==> config.mk <==
export PLATFORM = sky130hd
export DESIGN_NAME = major_cycle_sequencer_flat
export DESIGN_NICKNAME = d
export VERILOG_FILES = /design/src/rtl/major_cycle_sequencer_pkg.sv /design/src/rtl/major_cycle_sequencer_if.sv /design/src/rtl/major_cycle_sequencer_minor_phase_gen.sv /design/src/rtl/major_cycle_sequencer.sv /design/src/flat_wrapper.sv
export SDC_FILE = /design/constraint.sdc
export NUM_CORES = 1
export LEC_CHECK = 0
export BUFFER_PORTS_ARGS = -buffer_cell sky130_fd_sc_hd__buf_2
export CAP_MARGIN = 20
export CORE_MARGIN = 5
export CORE_UTILIZATION = 53
export CTS_BUF_LIST = sky130_fd_sc_hd__clkbuf_4 sky130_fd_sc_hd__clkbuf_8
export DETAILED_ROUTE_END_ITERATION = 8
export GPL_ROUTABILITY_DRIVEN = 0
export PLACE_DENSITY = 0.91
export SLEW_MARGIN = 10
export SYNTH_ARGS = -nofsm -noshare
export SYNTH_HDL_FRONTEND = slang
export SYNTH_SLANG_ARGS = --single-unit
export TNS_END_PERCENT = 1
==> constraint.sdc <==
create_clock -name clk -period 4.15 [get_ports clk]
set_input_delay 0.83 -clock clk [delete_from_list [all_inputs] [get_ports clk]]
set_output_delay 0.83 -clock clk [all_outputs]
set_load 0.01 [all_outputs]
==> src/rtl/major_cycle_sequencer_pkg.sv <==
// Shared definitions for the PDP-8 major-cycle sequencer.
//   major_t      : major-state encoding (IDLE=0, FETCH=1, DEFER=2, EXEC=3)
//   PHASE_W      : width of the minor-phase counter
//   PH_CK1..STB5 : minor-phase numbers; even = ckN, odd = stbN
package pdp8_seq_pkg;

  localparam int PHASE_W = 4;

  typedef enum logic [1:0] {
    MJ_IDLE  = 2'd0,
    MJ_FETCH = 2'd1,
    MJ_DEFER = 2'd2,
    MJ_EXEC  = 2'd3
  } major_t;

  localparam logic [PHASE_W-1:0] PH_CK1  = 4'd0;
  localparam logic [PHASE_W-1:0] PH_STB1 = 4'd1;
  localparam logic [PHASE_W-1:0] PH_CK2  = 4'd2;
  localparam logic [PHASE_W-1:0] PH_STB2 = 4'd3;
  localparam logic [PHASE_W-1:0] PH_CK3  = 4'd4;
  localparam logic [PHASE_W-1:0] PH_STB3 = 4'd5;
  localparam logic [PHASE_W-1:0] PH_CK4  = 4'd6;
  localparam logic [PHASE_W-1:0] PH_STB4 = 4'd7;
  localparam logic [PHASE_W-1:0] PH_CK5  = 4'd8;
  localparam logic [PHASE_W-1:0] PH_STB5 = 4'd9;

endpackage

==> src/rtl/major_cycle_sequencer_if.sv <==
// Bundle between the sequencer, the front panel (run/step), the instruction
// decoders (instIs*, done, ck/stb) and the datapath controls.
//   master : the sequencer (drives pulses, controls, major, err)
//   slave  : decoder/datapath/panel side
interface major_cycle_sequencer_if;
  logic       run, step;
  logic       instIsMRI, instIsIND, instIsPPIND;
  logic       done;
  logic       ck1, ck2, ck3, ck4, ck5;
  logic       stb1, stb2, stb3, stb4, stb5;
  logic       pc2rama, ir_ck, pc_ck_fetch;
  logic       def_ir2rama, def_ram_oe, ind_ck;
  logic       def_ld2inc, def_inc2ramd, def_ram_we;
  logic [1:0] major;
  logic       err;

  modport master (
    input  run, step, instIsMRI, instIsIND, instIsPPIND, done,
    output ck1, ck2, ck3, ck4, ck5, stb1, stb2, stb3, stb4, stb5,
    output pc2rama, ir_ck, pc_ck_fetch, def_ir2rama, def_ram_oe, ind_ck,
    output def_ld2inc, def_inc2ramd, def_ram_we, major, err
  );

  modport slave (
    output run, step, instIsMRI, instIsIND, instIsPPIND, done,
    input  ck1, ck2, ck3, ck4, ck5, stb1, stb2, stb3, stb4, stb5,
    input  pc2rama, ir_ck, pc_ck_fetch, def_ir2rama, def_ram_oe, ind_ck,
    input  def_ld2inc, def_inc2ramd, def_ram_we, major, err
  );
endinterface

==> src/rtl/major_cycle_sequencer_minor_phase_gen.sv <==
// Minor-phase counter and one-hot ck/stb decode.
//   clk, rst_n : clock, synchronous active-low reset
//   clear      : restart the count at phase 0 on the next edge
//   enable     : advance the count by one
//   active     : gate the ck/stb decode (only EXEC emits pulses)
//   phase      : registered phase, 0..9
//   ck, stb    : one-hot pulses, bit 0 = ck1/stb1
//   last_step  : phase is the final strobe allowed by EXEC_STEPS
module minor_phase_gen
  import pdp8_seq_pkg::*;
#(
  parameter int EXEC_STEPS = 5
) (
  input  logic               clk,
  input  logic               rst_n,
  input  logic               clear,
  input  logic               enable,
  input  logic               active,
  output logic [PHASE_W-1:0] phase,
  output logic [4:0]         ck,
  output logic [4:0]         stb,
  output logic               last_step
);

  always_ff @(posedge clk) begin
    if (!rst_n)      phase <= '0;
    else if (clear)  phase <= '0;
    else if (enable) phase <= phase + PHASE_W'(1);
  end

  always_comb begin
    ck  = '0;
    stb = '0;
    if (active) begin
      for (int unsigned i = 0; i < 5; i++) begin
        if (phase == PHASE_W'(2 * i))     ck[i]  = 1'b1;
        if (phase == PHASE_W'(2 * i + 1)) stb[i] = 1'b1;
      end
    end
  end

  assign last_step = (phase == PHASE_W'(2 * EXEC_STEPS - 1));

endmodule

==> src/rtl/major_cycle_sequencer.sv <==
// PDP-8 major-cycle sequencer: steps each instruction through FETCH, optional
// DEFER (plain or autoindex) and EXEC, emitting ck/stb minor-phase pulses in
// EXEC and the fetch/defer datapath controls directly.
//   clk, rst_n : clock, synchronous active-low reset
//   bus        : master side of major_cycle_sequencer_if (run/step, decoder
//                flags and done in; pulses, controls, major, err out)
module major_cycle_sequencer
  import pdp8_seq_pkg::*;
#(
  parameter int EXEC_STEPS = 5,
  parameter bit AUTOINC_EN = 1'b1
) (
  input  logic                      clk,
  input  logic                      rst_n,
  major_cycle_sequencer_if.master   bus
);

  major_t             major_q, major_d;
  logic               err_q, err_d;
  logic [PHASE_W-1:0] phase;
  logic [4:0]         ck, stb;
  logic               last_step;
  logic               autoinc;

  assign autoinc = AUTOINC_EN && bus.instIsPPIND;

  // Phase restarts on every major-state change; it idles at 0 in IDLE.
  minor_phase_gen #(.EXEC_STEPS(EXEC_STEPS)) u_phase (
    .clk       (clk),
    .rst_n     (rst_n),
    .clear     (major_d != major_q),
    .enable    (major_q != MJ_IDLE),
    .active    (major_q == MJ_EXEC),
    .phase     (phase),
    .ck        (ck),
    .stb       (stb),
    .last_step (last_step)
  );

  always_ff @(posedge clk) begin
    if (!rst_n) begin
      major_q <= MJ_IDLE;
      err_q   <= 1'b0;
    end else begin
      major_q <= major_d;
      err_q   <= err_d;
    end
  end

  always_comb begin
    major_d = major_q;
    err_d   = err_q;
    unique case (major_q)
      MJ_IDLE:
        if (bus.run || bus.step) major_d = MJ_FETCH;
      MJ_FETCH:
        if (phase == PH_STB2)
          major_d = (bus.instIsMRI && (bus.instIsIND || bus.instIsPPIND))
                    ? MJ_DEFER : MJ_EXEC;
      MJ_DEFER:
        if (phase == (autoinc ? PH_STB2 : PH_STB1)) major_d = MJ_EXEC;
      MJ_EXEC:
        // done wins over the timeout if both land on the final strobe.
        if (bus.done) begin
          major_d = bus.run ? MJ_FETCH : MJ_IDLE;
        end else if (last_step) begin
          major_d = MJ_IDLE;
          err_d   = 1'b1;
        end
      default: major_d = MJ_IDLE;
    endcase
  end

  always_comb begin
    bus.pc2rama      = 1'b0;
    bus.ir_ck        = 1'b0;
    bus.pc_ck_fetch  = 1'b0;
    bus.def_ir2rama  = 1'b0;
    bus.def_ram_oe   = 1'b0;
    bus.ind_ck       = 1'b0;
    bus.def_ld2inc   = 1'b0;
    bus.def_inc2ramd = 1'b0;
    bus.def_ram_we   = 1'b0;
    case (major_q)
      MJ_FETCH: begin
        bus.pc2rama     = (phase == PH_CK1) || (phase == PH_STB1);
        bus.def_ram_oe  = (phase == PH_CK1) || (phase == PH_STB1);
        bus.ir_ck       = (phase == PH_STB1);
        bus.pc_ck_fetch = (phase == PH_STB2);
      end
      MJ_DEFER: begin
        bus.def_ir2rama = 1'b1;
        bus.def_ram_oe  = (phase == PH_CK1) || (phase == PH_STB1);
        if (autoinc) begin
          // Read pointer, bump it, write it back and latch the new value.
          bus.def_ld2inc   = (phase == PH_STB1);
          bus.def_inc2ramd = (phase == PH_CK2) || (phase == PH_STB2);
          bus.def_ram_we   = (phase == PH_STB2);
          bus.ind_ck       = (phase == PH_STB2);
        end else begin
          bus.ind_ck = (phase == PH_STB1);
        end
      end
      default: ;
    endcase
  end

  assign {bus.ck5, bus.ck4, bus.ck3, bus.ck2, bus.ck1}      = ck;
  assign {bus.stb5, bus.stb4, bus.stb3, bus.stb2, bus.stb1} = stb;
  assign bus.major = major_q;
  assign bus.err   = err_q;

endmodule

==> src/flat_wrapper.sv <==
// flat-port wrapper written by rule: the top's interface ports become plain ports
module major_cycle_sequencer_flat import pdp8_seq_pkg::*;
#(
  parameter int EXEC_STEPS = 5,
  parameter bit AUTOINC_EN = 1'b1
)
  (clk, rst_n, bus_run, bus_step, bus_instIsMRI, bus_instIsIND, bus_instIsPPIND, bus_done, bus_ck1, bus_ck2, bus_ck3, bus_ck4, bus_ck5, bus_stb1, bus_stb2, bus_stb3, bus_stb4, bus_stb5, bus_pc2rama, bus_ir_ck, bus_pc_ck_fetch, bus_def_ir2rama, bus_def_ram_oe, bus_ind_ck, bus_def_ld2inc, bus_def_inc2ramd, bus_def_ram_we, bus_major, bus_err);
  major_cycle_sequencer_if bus_i ();
  input  logic clk;
  input  logic rst_n;
  input wire logic [$bits(bus_i.run)-1:0] bus_run;
  input wire logic [$bits(bus_i.step)-1:0] bus_step;
  input wire logic [$bits(bus_i.instIsMRI)-1:0] bus_instIsMRI;
  input wire logic [$bits(bus_i.instIsIND)-1:0] bus_instIsIND;
  input wire logic [$bits(bus_i.instIsPPIND)-1:0] bus_instIsPPIND;
  input wire logic [$bits(bus_i.done)-1:0] bus_done;
  output wire logic [$bits(bus_i.ck1)-1:0] bus_ck1;
  output wire logic [$bits(bus_i.ck2)-1:0] bus_ck2;
  output wire logic [$bits(bus_i.ck3)-1:0] bus_ck3;
  output wire logic [$bits(bus_i.ck4)-1:0] bus_ck4;
  output wire logic [$bits(bus_i.ck5)-1:0] bus_ck5;
  output wire logic [$bits(bus_i.stb1)-1:0] bus_stb1;
  output wire logic [$bits(bus_i.stb2)-1:0] bus_stb2;
  output wire logic [$bits(bus_i.stb3)-1:0] bus_stb3;
  output wire logic [$bits(bus_i.stb4)-1:0] bus_stb4;
  output wire logic [$bits(bus_i.stb5)-1:0] bus_stb5;
  output wire logic [$bits(bus_i.pc2rama)-1:0] bus_pc2rama;
  output wire logic [$bits(bus_i.ir_ck)-1:0] bus_ir_ck;
  output wire logic [$bits(bus_i.pc_ck_fetch)-1:0] bus_pc_ck_fetch;
  output wire logic [$bits(bus_i.def_ir2rama)-1:0] bus_def_ir2rama;
  output wire logic [$bits(bus_i.def_ram_oe)-1:0] bus_def_ram_oe;
  output wire logic [$bits(bus_i.ind_ck)-1:0] bus_ind_ck;
  output wire logic [$bits(bus_i.def_ld2inc)-1:0] bus_def_ld2inc;
  output wire logic [$bits(bus_i.def_inc2ramd)-1:0] bus_def_inc2ramd;
  output wire logic [$bits(bus_i.def_ram_we)-1:0] bus_def_ram_we;
  output wire logic [$bits(bus_i.major)-1:0] bus_major;
  output wire logic [$bits(bus_i.err)-1:0] bus_err;
  assign bus_i.run = bus_run;
  assign bus_i.step = bus_step;
  assign bus_i.instIsMRI = bus_instIsMRI;
  assign bus_i.instIsIND = bus_instIsIND;
  assign bus_i.instIsPPIND = bus_instIsPPIND;
  assign bus_i.done = bus_done;
  assign bus_ck1 = bus_i.ck1;
  assign bus_ck2 = bus_i.ck2;
  assign bus_ck3 = bus_i.ck3;
  assign bus_ck4 = bus_i.ck4;
  assign bus_ck5 = bus_i.ck5;
  assign bus_stb1 = bus_i.stb1;
  assign bus_stb2 = bus_i.stb2;
  assign bus_stb3 = bus_i.stb3;
  assign bus_stb4 = bus_i.stb4;
  assign bus_stb5 = bus_i.stb5;
  assign bus_pc2rama = bus_i.pc2rama;
  assign bus_ir_ck = bus_i.ir_ck;
  assign bus_pc_ck_fetch = bus_i.pc_ck_fetch;
  assign bus_def_ir2rama = bus_i.def_ir2rama;
  assign bus_def_ram_oe = bus_i.def_ram_oe;
  assign bus_ind_ck = bus_i.ind_ck;
  assign bus_def_ld2inc = bus_i.def_ld2inc;
  assign bus_def_inc2ramd = bus_i.def_inc2ramd;
  assign bus_def_ram_we = bus_i.def_ram_we;
  assign bus_major = bus_i.major;
  assign bus_err = bus_i.err;
  major_cycle_sequencer #(.EXEC_STEPS(EXEC_STEPS), .AUTOINC_EN(AUTOINC_EN)) u_core (.clk(clk), .rst_n(rst_n), .bus(bus_i));
endmodule
== Word-level counts from Yosys, hierarchy flattened ==
Index checks and enable logic that the tools add are counted.

* Register bits after elaboration: 7
* Input bits: 8
* Output and inout port bits: 22
* Word-level logic and storage cells: 65

* $add $sub $neg: 1
* Equal/unequal tests: 14
* Muxes and demuxes: 34
* Bitwise operators: 2
* Reductions and logical operators: 11

{| class="wikitable"
|+ Operators with widths
! cell !! number
|-
| $mux W1 || 25
|-
| $eq A4 B3 Y1 const B || 4
|-
| $mux W2 || 6
|-
| $mux W5 || 2
|-
| $eq A4 B2 Y1 const B || 2
|-
| $eq A4 B4 Y1 const B || 2
|-
| $pmux W2 S4 || 1
|-
| $add A4 B1 Y4 const B || 1
|-
| $eq A2 B2 Y1 const B || 2
|-
| $eq A4 B1 Y1 const B || 1
|-
| $eq A4 B4 Y1 || 1
|-
| $logic_not A4 Y1 || 1
|-
| $logic_or A1 B1 Y1 || 4
|-
| $reduce_or A2 Y1 || 2
|-
| $reduce_and A3 Y1 || 1
|-
| $eq A2 B1 Y1 const B || 1
|-
| $logic_not A2 Y1 || 1
|-
| $ne A2 B2 Y1 || 1
|-
| $not A1 Y1 || 2
|-
| $reduce_bool A2 Y1 || 1
|-
| $logic_and A1 B1 Y1 || 1
|}

== Logic depth before layout (Yosys ltp) ==
* Depth in word-level cells: 7
* Depth in mapped cells: 7
* Gate-level depth less buffers: 7

== By module ==
A second synthesis with hierarchy kept.

* Cells, all modules: 94
* Area total of the unflattened synthesis: 720.7 um^2

{| class="wikitable"
|+ By module, submodules not included
! module !! times used !! cells each !! area each (um^2) !! seq. area each (um^2)
|-
| major_cycle_sequencer || 1 || 54 || 414.1 || 60.1
|-
| minor_phase_gen || 1 || 40 || 306.5 || 80.1
|}

== Worst setup path before layout ==
OpenSTA, ideal clock, no wires.

* Path kind: register to output
* From: reg u_core.major_q[0] (netlist: u_core.bus.major[0])
* To: out bus_def_inc2ramd
* Data arrival time: 1.368 ns
* Required time: 3.320 ns
* Slack: 1.952 ns
* Stages on the path, launching flop included: 5
* Buffers on the path: 0
* Cells stage by stage: dfxtp_1 -> inv_1 -> ha_1 -> nand2_1 -> nor4_1

* Longest elaborated chain between the ends: 2

{| class="wikitable"
|+ Ends and longest elaborated chain
! item !! RTL line !! source
|-
| start: declaration || major_cycle_sequencer.sv:18 || <nowiki>major_t major_q, major_d;</nowiki>
|-
| start signal: assignment || major_cycle_sequencer.sv:45 || <nowiki>major_q <= major_d;</nowiki>
|-
| $eq A2 B2 Y1 || major_cycle_sequencer.sv:84 || <nowiki>case (major_q)</nowiki>
|-
| $mux W1 || major_cycle_sequencer.sv:84 ||
|-
| end: declaration || flat_wrapper.sv:34 || <nowiki>output wire logic [$bits(bus_i.def_inc2ramd)-1:0] bus_def_inc2ramd;</nowiki>
|}

No other way between the ends.

== Worst setup path after layout ==
* From: reg u_core.u_phase.phase[1]
* To: out bus_def_ram_we

* Longest elaborated chain between the ends: 3

{| class="wikitable"
|+ Ends and longest elaborated chain
! item !! RTL line !! source
|-
| start: declaration || major_cycle_sequencer_minor_phase_gen.sv:19 || <nowiki>output logic [PHASE_W-1:0] phase,</nowiki>
|-
| start signal: assignment || major_cycle_sequencer_minor_phase_gen.sv:28 || <nowiki>else if (enable) phase <= phase + PHASE_W'(1);</nowiki>
|-
| $eq A4 B2 Y1 || major_cycle_sequencer.sv:98 || <nowiki>bus.def_ram_we = (phase == PH_STB2);</nowiki>
|-
| $mux W1 || major_cycle_sequencer.sv:94 || <nowiki>if (autoinc) begin</nowiki>
|-
| $mux W1 || major_cycle_sequencer.sv:84 ||
|-
| end: declaration || flat_wrapper.sv:35 || <nowiki>output wire logic [$bits(bus_i.def_ram_we)-1:0] bus_def_ram_we;</nowiki>
|}

No other way between the ends.

==> results.sh <==
export IMPL_die_x_um=47.04
export IMPL_die_area_sq_um=2212
export IMPL_crit_buf_inv=1
export IMPL_slowest_delay_ps=450
export IMPL_clk_latency_ps=240
export IMPL_total_power_mw=0.4521
export IMPL_maxSlewViolCount=0
export IMPL_ys_ff_latch=7
export IMPL_ys_seq_area_share_pct=19.28
export IMPL_timing_final_crit_share_pct=60.69
export IMPL_drive_gt1_share_pct=31.20
export IMPL_p_per_area_nw_per_um2=496.3
export IMPL_layout_min_cycle_time_ps=2519
export IMPL_grt_pass1_wl_um=3036
export IMPL_ant_nets=0
export IMPL_drt_initial_drc_count=17
export IMPL_pin_count=30
export IMPL_rows=13
export IMPL_worstSetupEndpointType="primary output"
export IMPL_dpl_hpwl_um=1498
export IMPL_wl_um=1858
export IMPL_timing_final_ws_setup_ps=1631
export IMPL_cp_depth=4
export IMPL_r2r_start="u_core.bus.major[0]$_SDFF_PN0_"
export IMPL_synth_nets=111
export IMPL_grt_total_usage_pct=19.10
export IMPL_htreeDepth=1
export IMPL_holdCritPathClass="flop to flop"
export IMPL_gr_total_overflow=0
export IMPL_crit_family="simple AND/OR/NAND/NOR gates"
export IMPL_required_ps=3320
export IMPL_critPathLaunch="u_core.u_phase.phase[1]$_SDFFE_PP0P_"
export IMPL_path_cells="ha_1, or3b_4, nor2_1, buf_2"
export IMPL_holdPathStages=2
export IMPL_min_from="u_core.bus.err$_SDFFE_PN0P_"
export IMPL_cts_setup_buffers=0
export IMPL_synthesis_area_sq_um=726.9
export IMPL_place_area_sq_um=880.8
export IMPL_outcome="complete, no violations"
export IMPL_cap_violations=0
export IMPL_num_vias=764
export IMPL_grt_pass1_vias=688
export IMPL_root_buffer="clkbuf_4"
export IMPL_fin_skew_ps=0.5110
export IMPL_finalSetupViolations=0
export IMPL_ys_types=34
export IMPL_antennaDiodeCount=0
export IMPL_die_height_um=47.04
export IMPL_worst_pin_slew_ps=413.1
export IMPL_post_place_ws_ps=1874
export IMPL_synthCells=94
export IMPL_core_area_sq_um=1301
export IMPL_synth_area_top_cells="dfxtp_1, ha_1, nor2_1"
export IMPL_max_freq_ghz=0.3970
export IMPL_cp_slowest_cell="dfxtp_1"
export IMPL_cts_hold_buf=0
export IMPL_numCtsBuffers=3
export IMPL_drc=0
export IMPL_port_buffers=29
export IMPL_clockBufferDepth=2
export IMPL_cts_resized=0
export IMPL_synth_top_area_share_pct=19.28
export IMPL_cts_sinks=7
export IMPL_crit_fanout=7
export IMPL_peakVddDrop_uv=394.7
export IMPL_syn2layout_area_growth_pct=25.30
export IMPL_vias_per_cell=5.457
export IMPL_r2r_cells=6
export IMPL_relSlewSlack_pct=72.42
export IMPL_synth_top_area_cell="dfxtp_1"
export IMPL_cts_tree="yes"
export IMPL_yosys_warnings=0
export IMPL_startpoint_type="flop"
export IMPL_fin_tns_setup_ps=0
export IMPL_rsz0062_at_grt="no"
export IMPL_antenna_found_initial=0
export IMPL_avgSynthCellArea_sq_um=7.733
export IMPL_wl_per_cell_um=13.27
export IMPL_crit_arrival_ps=1690
export IMPL_power_leakage_nw=0.4595
export IMPL_hold_viol=0
export IMPL_nNetsFinal=143
export IMPL_crit_type="flop to primary output"
export IMPL_grt_start_max_net_pins=13
export IMPL_clk_pin_slew_ps=50
export IMPL_dr_pass1_iters=4
export IMPL_start_util_pct=55.87
export IMPL_final_area_sq_um=910.9
-- through the flow --
stage | utilization [%] | hold slack [ps] | instances
after floorplan | - | 502.9 | 94
after global placement | 67.69 | 450.9 | 136
after detailed placement | 67.69 | 457.0 | 136
after CTS | 70.00 | 468.7 | 140
after global routing | 70.00 | 526.9 | 140
final | 70.00 | 466.9 | 140
-- state kept, by name, summed over array words and instances, names as in the netlist --
name	count
u_core.u_phase.phase	4
u_core.bus.major	2
u_core.bus.err	1
-- final timing paths --
path                                          endpoint  slack (ps)
setup / recovery                        bus_def_ram_we        1630
hold / removal             u_core.bus.err$_SDFFE_PN0P_         470
setup reg to reg  u_core.u_phase.phase[2]$_SDFFE_PP0P_        2210
hold reg to reg            u_core.bus.err$_SDFFE_PN0P_         470
-- routing by layer --
layer / wire length (um) / track usage (%)
met4: 36 / 9.945
met5: 0 / 0
met1: 769 / 26.09
met2: 920 / 29.81
met3: 131 / 1.533
-- cell type report --
cell class / count / area (sq um)
Multi-Input combinational cell: 79 / 554.3
Tap cell: 15 / 18.77
Sequential cell: 7 / 140.1
Clock buffer: 4 / 30.03
Inverter: 6 / 22.52
Timing Repair Buffer: 29 / 145.1
Fill cell: 107 / 390.4
-- report_power, final --
group,internal [mW],switching [mW]
combinational,0.116,0.160
sequential,0.0824,0.0287
clock,0.0430,0.0223
-- kinds of logic after synthesis --
group / synth area share [%]
flops: 19.28
buf+inv: 4.475
xor+xnor: 4.820
compound gates: 16.18
fa+ha+maj: 15.49
mux: 2.754
simple gates: 37.01
-- cell usage in the layout (no fill, tap or decap), types with 2 or more instances in the layout --
cell / synthesis / routed
nor2b_1: 2 / 2
xor2_1: 2 / 2
inv_1: 6 / 6
and2_1: 6 / 6
o21ai_0: 3 / 3
clkbuf_4: 0 / 4
nor3b_1: 2 / 2
nand2_1: 9 / 9
nor2_1: 13 / 13
and3b_1: 2 / 2
dfxtp_1: 7 / 7
buf_2: 2 / 29
nor3_1: 2 / 2
ha_1: 9 / 9
and3_1: 4 / 4
xnor2_1: 2 / 2
nor2_2: 2 / 2
a21oi_1: 2 / 2
mux2i_1: 2 / 2
nor4_1: 2 / 2
-- cell usage after synthesis --
master,n
o21ai_0,3
dfxtp_1,7
a21oi_1,2
nor4bb_1,1
o21ai_2,1
nor4_1,2
o211ai_2,1
inv_1,6
or3b_4,1
nand4b_1,1
nor3_1,2
and2_1,6
nor2_2,2
o211a_1,1
o21bai_1,1
a221oi_1,1
ha_1,9
nand2_1,9
nand4_1,1
a211oi_2,1
nor2_1,13
a32oi_1,1
nand3b_1,1
buf_2,2
nor2b_1,2
nor3b_1,2
and3_1,4
xor2_1,2
mux2i_1,2
xnor2_1,2
and3b_1,2
a2bb2oi_1,1
a211oi_1,1
o21a_1,1
-- tightest hold or removal path, stage by stage, from the launching register on --
cell	delay, ps
dfxtp_1	320
a21oi_1	50
nor2_1	70
Note: power is estimated with default switching activity, not from simulation.
